[src/rtl/issue_scoreboard_pkg.sv]
// issue_scoreboard_pkg: shared widths, instruction payload type and opcode class helper
// for the issue-stage scoreboard.
package issue_scoreboard_pkg;
   localparam int LEN_OPECODE = 7;
   localparam int LEN_IMMF    = 1;
   localparam int LEN_REGNO   = 5;
   localparam int LEN_CC      = 4;
   localparam int LEN_IMM_EX  = 32;
   localparam int NUM_REG     = 1 << LEN_REGNO;
   localparam logic [2:0] CLS_NOWB = 3'b011;

   typedef logic [LEN_REGNO-1:0] regno_t;
   typedef logic [LEN_REGNO:0]   cnt_t;

   typedef struct packed {
      logic [LEN_OPECODE-1:0] opecode;
      logic [LEN_IMMF-1:0]    immf;
      regno_t                 rd;
      regno_t                 rs;
      logic [LEN_CC-1:0]      cc;
      logic [LEN_IMM_EX-1:0]  imm_ex;
   } issue_t;

   // Branch/store class never writes its rd field.
   function automatic logic writes_rd(input logic [LEN_OPECODE-1:0] op);
      return op[6:4] != CLS_NOWB;
   endfunction
endpackage

[src/rtl/issue_scoreboard_if.sv]
// issue_scoreboard_if: decoder input stream, execute issue slot and writeback port
// bundled for the issue scoreboard.
interface issue_scoreboard_if;
   import issue_scoreboard_pkg::*;
   logic   dec_valid;
   logic   dec_stall;
   issue_t dec_ins;
   logic   ex_valid;
   logic   ex_stall;
   issue_t ex_ins;
   logic   wb_valid;
   regno_t wb_rd;
   cnt_t   busy_cnt;

   modport master (
      output dec_valid, dec_ins, ex_stall, wb_valid, wb_rd,
      input  dec_stall, ex_valid, ex_ins, busy_cnt
   );
   modport slave (
      input  dec_valid, dec_ins, ex_stall, wb_valid, wb_rd,
      output dec_stall, ex_valid, ex_ins, busy_cnt
   );
endinterface

[src/rtl/issue_scoreboard_busy.sv]
// sb_regfile_busy: per-register busy bits with writeback bypass on lookups,
// set-over-clear priority and an incrementally maintained busy count.
module sb_regfile_busy
   import issue_scoreboard_pkg::*;
(
   input  logic   clk,
   input  logic   rst_n,
   input  logic   i_set_en,
   input  regno_t i_set_idx,
   input  logic   i_clr_en,
   input  regno_t i_clr_idx,
   input  regno_t i_rd_idx,
   input  regno_t i_rs_idx,
   output logic   o_rd_q,
   output logic   o_rs_q,
   output cnt_t   o_cnt
);
   logic [NUM_REG-1:0] r_busy;
   logic [NUM_REG-1:0] w_clr_mask;
   logic [NUM_REG-1:0] w_set_mask;
   logic [NUM_REG-1:0] w_busy_eff;
   logic               w_set;
   logic               w_inc;
   logic               w_dec;
   cnt_t               r_cnt;

   assign w_clr_mask = i_clr_en ? NUM_REG'(1) << i_clr_idx : '0;
   assign w_busy_eff = r_busy & ~w_clr_mask;
   assign w_set      = i_set_en && i_set_idx != '0;
   assign w_set_mask = w_set ? NUM_REG'(1) << i_set_idx : '0;
   // A clear of a free register is a no-op, so the count cannot underflow.
   assign w_dec      = i_clr_en & r_busy[i_clr_idx];
   assign w_inc      = w_set & ~w_busy_eff[i_set_idx];
   assign o_rd_q     = w_busy_eff[i_rd_idx];
   assign o_rs_q     = w_busy_eff[i_rs_idx];
   assign o_cnt      = r_cnt;

   always_ff @(posedge clk or negedge rst_n)
      if (!rst_n) begin
         r_busy <= '0;
         r_cnt  <= '0;
      end else begin
         r_busy <= w_busy_eff | w_set_mask;
         r_cnt  <= r_cnt + cnt_t'(w_inc) - cnt_t'(w_dec);
      end
endmodule

[src/rtl/issue_scoreboard.sv]
// issue_scoreboard: holds decoded instructions until their registers are free and
// presents them through a single registered issue slot with valid/stall handshake.
module issue_scoreboard
   import issue_scoreboard_pkg::*;
(
   input  logic               clk,
   input  logic               rst_n,
   issue_scoreboard_if.slave  bus
);
   logic   w_rd_q;
   logic   w_rs_q;
   logic   w_hazard;
   logic   w_slot_free;
   logic   w_issue;
   logic   r_valid;
   issue_t r_ins;

   sb_regfile_busy u_busy (
      .clk       (clk),
      .rst_n     (rst_n),
      .i_set_en  (w_issue & writes_rd(bus.dec_ins.opecode)),
      .i_set_idx (bus.dec_ins.rd),
      .i_clr_en  (bus.wb_valid),
      .i_clr_idx (bus.wb_rd),
      .i_rd_idx  (bus.dec_ins.rd),
      .i_rs_idx  (bus.dec_ins.rs),
      .o_rd_q    (w_rd_q),
      .o_rs_q    (w_rs_q),
      .o_cnt     (bus.busy_cnt)
   );

   assign w_hazard      = w_rd_q | (~bus.dec_ins.immf[0] & w_rs_q);
   assign w_slot_free   = ~r_valid | ~bus.ex_stall;
   assign w_issue       = bus.dec_valid & ~w_hazard & w_slot_free;
   assign bus.dec_stall = bus.dec_valid & ~w_issue;
   assign bus.ex_valid  = r_valid;
   assign bus.ex_ins    = r_ins;

   always_ff @(posedge clk or negedge rst_n)
      if (!rst_n)
         r_valid <= 1'b0;
      else if (w_issue)
         r_valid <= 1'b1;
      else if (w_slot_free)
         r_valid <= 1'b0;

   // Payload needs no reset; it is only meaningful while r_valid is set.
   always_ff @(posedge clk)
      if (w_issue)
         r_ins <= bus.dec_ins;
endmodule

[src/flat_wrapper.sv]
// flat-port wrapper written by rule: the top's interface ports become plain ports
module issue_scoreboard_flat import issue_scoreboard_pkg::*;
  (clk, rst_n, bus_dec_valid, bus_dec_ins, bus_ex_stall, bus_wb_valid, bus_wb_rd, bus_dec_stall, bus_ex_valid, bus_ex_ins, bus_busy_cnt);
  issue_scoreboard_if bus_i ();
  input  logic clk;
  input  logic rst_n;
  input wire logic [$bits(bus_i.dec_valid)-1:0] bus_dec_valid;
  input wire logic [$bits(bus_i.dec_ins)-1:0] bus_dec_ins;
  input wire logic [$bits(bus_i.ex_stall)-1:0] bus_ex_stall;
  input wire logic [$bits(bus_i.wb_valid)-1:0] bus_wb_valid;
  input wire logic [$bits(bus_i.wb_rd)-1:0] bus_wb_rd;
  output wire logic [$bits(bus_i.dec_stall)-1:0] bus_dec_stall;
  output wire logic [$bits(bus_i.ex_valid)-1:0] bus_ex_valid;
  output wire logic [$bits(bus_i.ex_ins)-1:0] bus_ex_ins;
  output wire logic [$bits(bus_i.busy_cnt)-1:0] bus_busy_cnt;
  assign bus_i.dec_valid = bus_dec_valid;
  assign bus_i.dec_ins = bus_dec_ins;
  assign bus_i.ex_stall = bus_ex_stall;
  assign bus_i.wb_valid = bus_wb_valid;
  assign bus_i.wb_rd = bus_wb_rd;
  assign bus_dec_stall = bus_i.dec_stall;
  assign bus_ex_valid = bus_i.ex_valid;
  assign bus_ex_ins = bus_i.ex_ins;
  assign bus_busy_cnt = bus_i.busy_cnt;
  issue_scoreboard u_core (.clk(clk), .rst_n(rst_n), .bus(bus_i));
endmodule
[config.mk]
export PLATFORM = sky130hd
export DESIGN_NAME = issue_scoreboard_flat
export DESIGN_NICKNAME = d
export VERILOG_FILES = /design/src/rtl/issue_scoreboard_pkg.sv /design/src/rtl/issue_scoreboard_if.sv /design/src/rtl/issue_scoreboard_busy.sv /design/src/rtl/issue_scoreboard.sv /design/src/flat_wrapper.sv
export SDC_FILE = /design/constraint.sdc
export NUM_CORES = 1
export LEC_CHECK = 0
export BUFFER_PORTS_ARGS = -buffer_cell sky130_fd_sc_hd__buf_2
export CORE_MARGIN = 2
export CORE_UTILIZATION = 45
export DETAILED_ROUTE_END_ITERATION = 8
export PLACE_DENSITY_LB_ADDON = 0.2
export SLEW_MARGIN = 10
export SYNTH_ARGS = -nofsm -noshare
export SYNTH_HDL_FRONTEND = slang
export SYNTH_SLANG_ARGS = --single-unit
[constraint.sdc]
create_clock -name clk -period 10.8 [get_ports clk]
set_input_delay 1.08 -clock clk [delete_from_list [all_inputs] [get_ports clk]]
set_output_delay 1.08 -clock clk [all_outputs]
set_load 0.05 [all_outputs]
==> impl_results.md, run 1 <==
* Relative slew margins at between 40 and 50%
* Initial Utilization at 45.6%
* Final Slew Violations at 0
* Register-to-register setup slack at between 6 and 7 ns
* DP Worst Slack at 5.25 ns
* Worst-path fanout max at 35
* Vias/cell at 5.85
* WL met1 at slightly below 5000 um
* PD cells at 200 nW/um^2
* IO Pins at 126
* Synth area leader: edfxtp_1
* CTS-repair resized insts at 0
* Async SR Flop Fraction at a little over two fifths
* Adder-Cell Fraction of Synth Area at between 2 and 2.5%
* Setup crit start kind: primary input
* Fin Hold WS at 0.511 ns
* Die area at between 10000 and 15000 sq um
* CP required at 11.05 ns
* Hold crit path type: reg2reg
* Final #Nets at 521
* Design Power at 1.07 mW
* Drt first-iter violations at 391
* DIE HEIGHT at between 100 and 150 um
* Setup TNS at 0 ns
* Most frequent CP cell: inv_1
* Unrepaired setup endpoints after global routing: no
* Max incr delay on CP at 0.61 ns
* Post-DR wirelength/cell at 20.3 um
* Die Width at 103 um
* Top cells by area, synth: edfxtp_1 37%, dfrtp_1 22%, mux4_2 6.7%, o31ai_1 4.3%, o21ai_1 2.0%
* Hold_buf cts at 0
* Post-synthesis simple-gate area fraction at under 10%
* Synth Area in Compound Gates at between 10% and 20%
* Top delay family on crit path: compound AO/OA/AOI/OAI gates
* Largest net degree at the start of global routing at 55
* Synth Area in XOR/XNOR at less than 1%
* CP arrival at 5.56 ns
* Drt drc at 0
* Actual slew at the worst max-slew pin at 0.897 ns
* # setup viols final at 0
* Vias in the first global route at 3313
* WL met2 at 5810 um
* Deepest clock path buffer count at 2
* TritonCTS clock tree: yes
* Mux share of post-synthesis cell area at 9.78%
* Buf/Inv on CP at 5
* Synth-to-Final Area Change at 21.6%
* Cells after synthesis at 329
* Skew final at roughly 0.014 ns
* Sequential area share after synthesis at 59.0%
* Pleak at 2.17 nW
* Synth warn at 0
* First-pass GRT wire length at 17700 um
* Postcts setup bufs at 0
* Grt ovf at 0
* Max frequency at 188 MHz
* Routability cong. at 1.02
* Synthesized area at 4400 sq um
* Yosys top cell area share at 36.9%
* Final Core Density at 55.5%
* Skew-Pair Late Insertion Delay at between 0.3 and 0.4 ns
* Hold Vio Cnt, Final at 0
* Clk sink count at just over 90
* Root Driver: clkbuf_8
* Register bit total from synthesis at 93
* DR vias at 3442
* Crit path max-delay cell type: or4_1
* Core Rows at 36
* Count of input and output buffers at 125
* Antenna violations before repair at 0
* Final WL at 12000 um
* MaxCap Viol Count at 0
* Highest Signal Layer: met4
* Metal3 WL at 1010 um
* Number of synthesized flops with an enable pin at 54
* Total GRT Usage at 22.5%
* Post-DRT Antenna Nets at 0
* Crit end category: flip-flop
* Diode count at 0
* Outcome: finished clean
* Hpwl dp at slightly below 9000 um
* Crit-path cells: buf_2 > nand4bb_1 > o21ai_0 > mux4_2 > o22ai_1 > a2111oi_2 > nor4_4 > buf_4 > or4_1 > ha_1 > inv_1 > ha_1 > inv_1 > fa_1 > inv_1 > a21o_1 > a21oi_1 > xnor2_1
* Maximum vdd ir drop at 0.102 mV
* Fraction of layout cells with a size suffix above 1 at 37.4%
* Ys flop type: edfxtp_1
* Syn nets at 400
* Crit Path Category: in2reg
* H-tree Lvls at 3
* Largest family of logic cells by synthesized area: compound AO/OA/AOI/OAI gates
* Clk slew on worst S/H paths at 0.09 ns
* Syn Area/Cell at between 10 and 15 sq um
* Setup ws final at around 5.5 ns
* CTS buffer count at 9
* Yosys cell types at 54
* Min Tclk post-route at roughly 5.3 ns
* CORE AREA at a little under 10000 sq um
* Final period util at 49.2%
* DRT Pass-1 Iters at 6
[logic make-up after synthesis]
| kind of cell | count (synthesis) |
|---|---|
| compound gates | 101 |
| flops | 93 |
| simple gates | 61 |
| buf+inv | 36 |
| mux | 26 |
| fa+ha+maj | 7 |
| xor+xnor | 5 |
[cells in the final DEF (no fill, tap or decap), drive strengths merged, types with 5 or more instances in the layout]
cell / count
o21ai: 34
nor3: 5
o221ai: 9
nand2b: 5
o31ai: 25
mux2: 6
nand2: 18
o41ai: 7
buf: 128
mux4: 13
edfxtp: 54
inv: 20
mux2i: 7
dfrtp: 39
o22ai: 7
ha: 6
nand3: 5
xnor2: 5
clkbuf: 9
nor2: 5
[registers in the layout (all words and copies together) (netlist names)]
register	cells
u_core.bus.ex_ins	54
u_core.bus.ex_valid	1
u_core.u_busy.o_cnt	6
u_core.u_busy.r_busy	32
[layer usage]
metal | track usage (%) | up-vias
met3 | 5.90 | 24
met2 | 33.8 | 208
li1 | - | 1544
met4 | 8.60 | 0
met1 | 31.6 | 1666
met5 | 0 | -
[synth_stat cells, types with 3 or more instances]
| library cell | count |
|---|---|
| ha_1 | 6 |
| dfrtp_1 | 39 |
| o41ai_1 | 7 |
| edfxtp_1 | 54 |
| xnor2_1 | 5 |
| a21oi_1 | 3 |
| nand2b_1 | 5 |
| mux2i_1 | 7 |
| nand3_1 | 5 |
| o221ai_1 | 9 |
| nand4bb_1 | 3 |
| nand4b_1 | 3 |
| o21ai_1 | 18 |
| nand2_1 | 18 |
| nor2_1 | 5 |
| mux4_2 | 13 |
| o31ai_1 | 25 |
| inv_1 | 18 |
| clkbuf_1 | 10 |
| o22ai_1 | 7 |
| buf_2 | 3 |
| mux2_2 | 5 |
| o21ai_2 | 3 |
| o31a_1 | 3 |
| or3_1 | 3 |
| o21ai_0 | 13 |
| nor3_1 | 5 |
[worst paths after layout]
check	from	end	cells past startpoint
min in group asynchronous	rst_n	u_core.u_busy.o_cnt[0]$_DFF_PN0_	1
setup / recovery	bus_wb_rd[0]	u_core.u_busy.o_cnt[4]$_DFF_PN0_	18
hold reg to reg	u_core.u_busy.o_cnt[0]$_DFF_PN0_	u_core.u_busy.o_cnt[0]$_DFF_PN0_	1
setup reg to reg	u_core.u_busy.r_busy[28]$_DFF_PN0_	u_core.u_busy.o_cnt[4]$_DFF_PN0_	16
max in group asynchronous	rst_n	u_core.u_busy.r_busy[29]$_DFF_PN0_	1
hold / removal	u_core.u_busy.o_cnt[0]$_DFF_PN0_	u_core.u_busy.o_cnt[0]$_DFF_PN0_	1
[stage by stage]
step	std cells	area [sq um]
5_1_grt	588	5350
4_1_cts	588	5350
6_report	588	5350
3_5_place_dp	572	5130
2_1_floorplan	329	4400
3_3_place_gp	572	5130
[layout make-up]
type	instances	area (sq um)
Inverter	18	67.6
Timing Repair Buffer	128	648
Multi-Input combinational cell	200	1650
Clock buffer	9	124
Tap cell	133	166
Clock inverter	7	95.1
Sequential cell	93	2600
Fill cell	831	4290
[report_power, final]
part / total (mW) / internal [mW] / switching, mW
Sequential: 0.463 / 0.432 / 0.0304
Combinational: 0.352 / 0.122 / 0.230
Clock: 0.256 / 0.131 / 0.125
(Power assumes the default switching activity.)
==> inputs of run 2 (changes only) <==
==> constraint.sdc (replaced) <==
create_clock -name clk -period 4.7 [get_ports clk]
set_input_delay 0.47 -clock clk [delete_from_list [all_inputs] [get_ports clk]]
set_output_delay 0.47 -clock clk [all_outputs]
set_load 0.05 [all_outputs]
==> impl_results.md, run 2 (synthesis gave the netlist of run 1 again) <==
* Outcome: finished clean (unchanged)
* Max frequency at 242 MHz
* First-pass GRT wire length at 18200 um (was 17700 um)
* Setup TNS at 0 ns (unchanged)
* Vias/cell at 5.93 (was 5.85)
* DR vias at 3523 (was 3442)
* Pleak at 2.16 nW (was 2.17 nW)
* # setup viols final at 0 (unchanged)
* Total GRT Usage at 23.1% (was 22.5%)
* Routability cong. at 1.05 (was 1.02)
* Postcts setup bufs at 0 (unchanged)
* CTS-repair resized insts at 0 (unchanged)
* CP required at 4.95 ns (was 11.05 ns)
* Crit end category: flip-flop (unchanged)
* Min Tclk post-route at 4.12 ns
* Count of input and output buffers at 125 (unchanged)
* Fill cells at 830 (was 831)
* Drt first-iter violations at 598 (was 391)
* Diode count at 0 (unchanged)
* Most common cell after layout, fill and taps aside: buf_2 (unchanged)
* Power share of the combinational group at 34.9% (was 32.8%)
* Relative slew margins at 40.1% (was 40.2%)
* CP arrival at 4.38 ns (was 5.56 ns)
* Clk sink count at 93 (unchanged)
* CTS buffer count at 9 (unchanged)
* Setup crit start kind: primary input (unchanged)
* Worst-path fanout max at 16 (was 35)
* DRT Pass-1 Iters at 7 (was 6)
* Root Driver: clkbuf_8 (unchanged)
* Vias in the first global route at 3467 (was 3313)
* Fraction of layout cells with a size suffix above 1 at 38.2% (was 37.4%)
* CORE AREA at 9640 sq um (unchanged)
* Post-DR wirelength/cell at 20.5 um (was 20.3 um)
* Core Rows at 36 (unchanged)
* DIE HEIGHT at 103 um (unchanged)
* Commonest non-fill, non-tap cells in the layout: 125 x buf_2, 54 x edfxtp_1, 39 x dfrtp_1, 25 x o31ai_1 (unchanged)
* Antenna violations before repair at 0 (unchanged)
* Unrepaired setup endpoints after global routing: no (unchanged)
* Maximum vdd ir drop at 0.211 mV (was 0.102 mV)
* Final Slew Violations at 0 (unchanged)
* Switching part of the total at 37.5% (was 36.0%)
* Design Power at 2.36 mW (was 1.07 mW)
* Skew-Pair Late Insertion Delay at 0.36 ns (about the same)
* Internal cell power at 1.48 mW (was 686 uW)
* Hold Vio Cnt, Final at 0 (unchanged)
* Crit Path Category: in2reg (unchanged)
* Hold crit path type: in2async (was reg2reg)
* Die Width at 103 um (unchanged)
* Die area at 10600 sq um (unchanged)
* Skew final at 0.00678 ns (was 0.0142 ns)
* PD cells at 441 nW/um^2 (was 200 nW/um^2)
* Clock power share at 20.0% (was 23.9%)
* Synth-to-Final Area Change at 21.7% (was 21.6%)
* Final WL at 12200 um (was 12000 um)
* Actual slew at the worst max-slew pin at 0.899 ns (was 0.897 ns)
* IO Pins at 126 (unchanged)
* P_sw at 886 uW (was 385 uW)
* Initial Utilization at 45.6% (unchanged)
* TritonCTS clock tree: yes (unchanged)
* Final period util at 87.8%
* Grt ovf at 0 (unchanged)
* Final #Nets at 528 (was 521)
* MaxCap Viol Count at 0 (unchanged)
* Post-DRT Antenna Nets at 0 (unchanged)
* Hold_buf cts at 0 (unchanged)
* Reg power frac at 45.1% (was 43.2%)
* Clk slew on worst S/H paths at 0.09 ns (about the same)
* Largest net degree at the start of global routing at 46 (was 55)
* Hpwl dp at 8940 um (was 8680 um)
* Drt drc at 0 (unchanged)
* H-tree Lvls at 3 (unchanged)
* Largest register FFs at 54 (unchanged)
* Deepest clock path buffer count at 2 (unchanged)
[run 2: per-layer routing]
metal	track usage (%)	wire length, um	vias to the layer above
li1	-	-	1563
met1	31.3	4750	1682
met3	7.66	1210	42
met4	9.62	407	0
met5	0	0	-
met2	34.4	5810	236
[run 2: power by group through the flow]
stage	logic, mW	registers [mW]	clock network (mW)
global route	0.883	1.08	0.519
detailed placement	0.815	1.08	0
global placement	0.806	1.08	0
finish	0.823	1.07	0.472
CTS	0.816	1.06	0.481
floorplan	0.407	1.26	0
[run 2: final timing paths]
kind	start	endpoint	slack (ns)	cells past startpoint
setup / recovery	bus_wb_rd[0]	u_core.u_busy.o_cnt[4]$_DFF_PN0_	0.58	17
hold / removal	rst_n	u_core.u_busy.r_busy[13]$_DFF_PN0_	0.23	1
setup reg to reg	u_core.u_busy.r_busy[13]$_DFF_PN0_	u_core.u_busy.o_cnt[4]$_DFF_PN0_	1.11	15
hold reg to reg	u_core.u_busy.o_cnt[0]$_DFF_PN0_	u_core.u_busy.o_cnt[0]$_DFF_PN0_	0.52	1
max in group asynchronous	rst_n	u_core.u_busy.r_busy[3]$_DFF_PN0_	3.91	1
min in group clk	bus_dec_ins[0]	u_core.bus.ex_ins[0]$_DFFE_PP_	0.28	1
[run 2: cell type report]
class	instances	area, sq um	area share, %
clock inverter	6	40.0	0.748
tap	133	166	3.11
inverter	18	67.6	1.26
clock buffer	9	124	2.31
multi-input combinational	200	1660	31.0
timing repair buffer	135	701	13.1
sequential	93	2600	48.5
[run 2: through the flow]
step                hold slack, ns  setup WS, ns  cells  util (%)  area (sq um)
global placement             0.514         0.279    579      53.9          5190
CTS                          0.251         0.609    594      55.6          5360
global route                 0.249         0.360    594      55.6          5360
floorplan                    0.174         0.120    329         -          4410
detailed placement           0.508         0.226    579      53.9          5190
finish                       0.233         0.575    594      55.6          5360
[run 2: worst max-delay path, cell delays in order]
cell	delay (ns)
buf_2	0.33
nand4b_1	0.23
o21ai_0	0.43
mux4_2	0.32
o22ai_1	0.09
a2111oi_2	0.51
nor4_4	0.09
or4_1	0.54
ha_1	0.31
inv_1	0.06
ha_1	0.15
inv_1	0.06
fa_1	0.42
inv_1	0.07
a21o_1	0.10
a21oi_1	0.07
xnor2_1	0.13
==> inputs of run 3 (changes only) <==
--- a/config.mk
+++ b/config.mk
@@ -9,6 +9,7 @@
 export CORE_MARGIN = 2
 export CORE_UTILIZATION = 45
 export DETAILED_ROUTE_END_ITERATION = 8
+export MAX_ROUTING_LAYER = met4
 export PLACE_DENSITY_LB_ADDON = 0.2
 export SLEW_MARGIN = 10
 export SYNTH_ARGS = -nofsm -noshare
==> impl_results.md, run 3 (synthesis gave the netlist of run 1 again) <==
* Initial Utilization at 45.6% (unchanged)
* Hold crit path type: in2async (unchanged)
* Reg2reg start: u_core.u_busy.r_busy[13]$_DFF_PN0_ (unchanged)
* # setup viols final at 0 (unchanged)
* Fin Hold WS at 0.224 ns (was 0.233 ns)
* Setup crit end: u_core.u_busy.o_cnt[4]$_DFF_PN0_ (unchanged)
* Crit Path Category: in2reg (unchanged)
* Skew-Pair Late Insertion Delay at 0.38 ns (was 0.36 ns)
* CTS-repair resized insts at 0 (unchanged)
* TritonCTS clock tree: yes (unchanged)
* Design Power at 2.43 mW (was 2.36 mW)
* Fraction of layout cells with a size suffix above 1 at 38.4% (was 38.2%)
* Post-DP Area at 5190 sq um (unchanged)
* Final Slew Violations at 0 (unchanged)
* Post-DRT Antenna Nets at 0 (unchanged)
* First-pass GRT wire length at 18200 um (about the same)
* Core Rows at 36 (unchanged)
* Largest register FFs at 54 (unchanged)
* DRT Pass-1 Iters at 8 (was 7)
* Synth-to-Final Area Change at 22.4% (was 21.7%)
* CP required at 4.97 ns (was 4.95 ns)
* Final period util at 89.1% (was 87.8%)
* Count of input and output buffers at 125 (unchanged)
* Maximum vdd ir drop at 0.189 mV (was 0.211 mV)
* Non-filler cells, final at 594 (unchanged)
* Final #Nets at 528 (unchanged)
* Hold Vio Cnt, Final at 0 (unchanged)
* DR vias at 3563 (was 3523)
* Setup TNS at 0 ns (unchanged)
* Hpwl dp at 9010 um (was 8940 um)
* Die area at 10600 sq um (unchanged)
* Min Tclk post-route at 4.19 ns (was 4.12 ns)
* Unrepaired setup endpoints after global routing: no (unchanged)
* Drt first-iter violations at 584 (was 598)
* Register-to-register setup slack at 1.06 ns (was 1.11 ns)
* Root Driver: clkbuf_8 (unchanged)
* Grt ovf at 0 (unchanged)
* Vias/cell at 6.00 (was 5.93)
* Worst-path fanout max at 16 (unchanged)
* Vias in the first global route at 3390 (was 3467)
* CP arrival at 4.46 ns (was 4.38 ns)
* CORE AREA at 9640 sq um (unchanged)
* Drt drc at 0 (unchanged)
* Commonest non-fill, non-tap cells in the layout: 125 x buf_2, 54 x edfxtp_1, 39 x dfrtp_1, 25 x o31ai_1 (unchanged)
* MaxCap Viol Count at 0 (unchanged)
* Diode count at 0 (unchanged)
* Placed Cells at 579 (unchanged)
* Relative slew margins at 39.6% (was 40.1%)
* Crit end category: flip-flop (unchanged)
* Clk sink count at 93 (unchanged)
* Setup ws final at 0.512 ns (was 0.575 ns)
* Max frequency at 239 MHz (was 242 MHz)
* Die Width at 103 um (unchanged)
* Final WL at 12300 um (was 12200 um)
* Most common cell after layout, fill and taps aside: buf_2 (unchanged)
* PD cells at 451 nW/um^2 (was 441 nW/um^2)
* Post-DR wirelength/cell at 20.7 um (was 20.5 um)
* Reg-to-Reg End: u_core.u_busy.o_cnt[4]$_DFF_PN0_ (unchanged)
* Setup crit start kind: primary input (unchanged)
* H-tree Lvls at 3 (unchanged)
* Actual slew at the worst max-slew pin at 0.907 ns (was 0.899 ns)
* Fill cells at 832 (was 830)
* CTS buffer count at 9 (unchanged)
* IO Pins at 126 (unchanged)
* DIE HEIGHT at 103 um (unchanged)
* Postcts setup bufs at 0 (unchanged)
* Clk slew on worst S/H paths at 0.09 ns (about the same)
* Design area at 5390 sq um (was 5360 sq um)
* Routability cong. at 1.06 (was 1.05)
* Skew final at 0.0120 ns (was 0.00678 ns)
* FF-to-FF path depth at 15 (unchanged)
* Largest net degree at the start of global routing at 46 (unchanged)
* Crit path from: bus_wb_rd[0] (unchanged)
* Antenna violations before repair at 0 (unchanged)
* Total GRT Usage at 24.2% (was 23.1%)
* Hold_buf cts at 0 (unchanged)
* Final Core Density at 55.9% (was 55.6%)
* DP Worst Slack at 0.180 ns (was 0.226 ns)
* Outcome: finished clean (unchanged)
* Deepest clock path buffer count at 2 (unchanged)
* Pleak at 2.18 nW (was 2.16 nW)
run 3: cell count changes in the layout (fill, tap and decap cells not counted):
cell,previous run,this run
bufinv_16,0,1
clkinv_1,1,0
clkinv_2,1,0
clkinv_4,0,1
clkinvlp_4,3,2
inv_6,1,2
run 3: routing by layer:
metal  global-route usage [%]  share of wire (%)  vias up
met1                     32.5                 39     1683
met2                     33.8                 46      253
met4                     12.0                4.6        0
met5                        -                  0        -
met3                     6.51                9.8       66
li1                         -                  -     1561
run 3: report_power, final:
part	internal [mW]	switching, mW
Combinational	0.292	0.529
Clock	0.247	0.295
Sequential	0.994	0.0701
run 3: final cells by class:
class                           count  area, sq um  share of cell area (%)
Timing Repair Buffer              135          701                    13.0
Clock buffer                        9          124                    2.30
Multi-Input combinational cell    200         1660                    30.8
Clock inverter                      6         71.3                    1.32
Sequential cell                    93         2600                    48.2
Tap cell                          133          166                    3.09
Inverter                           18         67.6                    1.25
run 3: worst max-delay path, cell delays in order:
cell and delay [ns]:
buf_2 0.35, nand4b_1 0.24, o21ai_0 0.41, mux4_2 0.32, o22ai_1 0.10, a2111oi_2 0.54, nor4_4 0.10, or4_1 0.56
ha_1 0.31, inv_1 0.07, ha_1 0.15, inv_1 0.06, fa_1 0.42, inv_1 0.08, a21o_1 0.10, a21oi_1 0.07
xnor2_1 0.12
run 3: how the worst min path moves through the flow:
stage | startpoint | slack, ns | cells after the start | to
floorplan | rst_n | 0.17 | 0 | u_core.bus.ex_valid$_DFFE_PN0P_
global placement | u_core.u_busy.o_cnt[0]$_DFF_PN0_ | 0.51 | 1 | u_core.u_busy.o_cnt[0]$_DFF_PN0_
detailed placement | u_core.u_busy.o_cnt[0]$_DFF_PN0_ | 0.50 | 1 | u_core.u_busy.o_cnt[0]$_DFF_PN0_
CTS | rst_n | 0.25 | 1 | u_core.u_busy.r_busy[27]$_DFF_PN0_
global route | bus_dec_ins[7] | 0.24 | 1 | u_core.bus.ex_ins[7]$_DFFE_PP_
finish | rst_n | 0.22 | 1 | u_core.u_busy.r_busy[4]$_DFF_PN0_
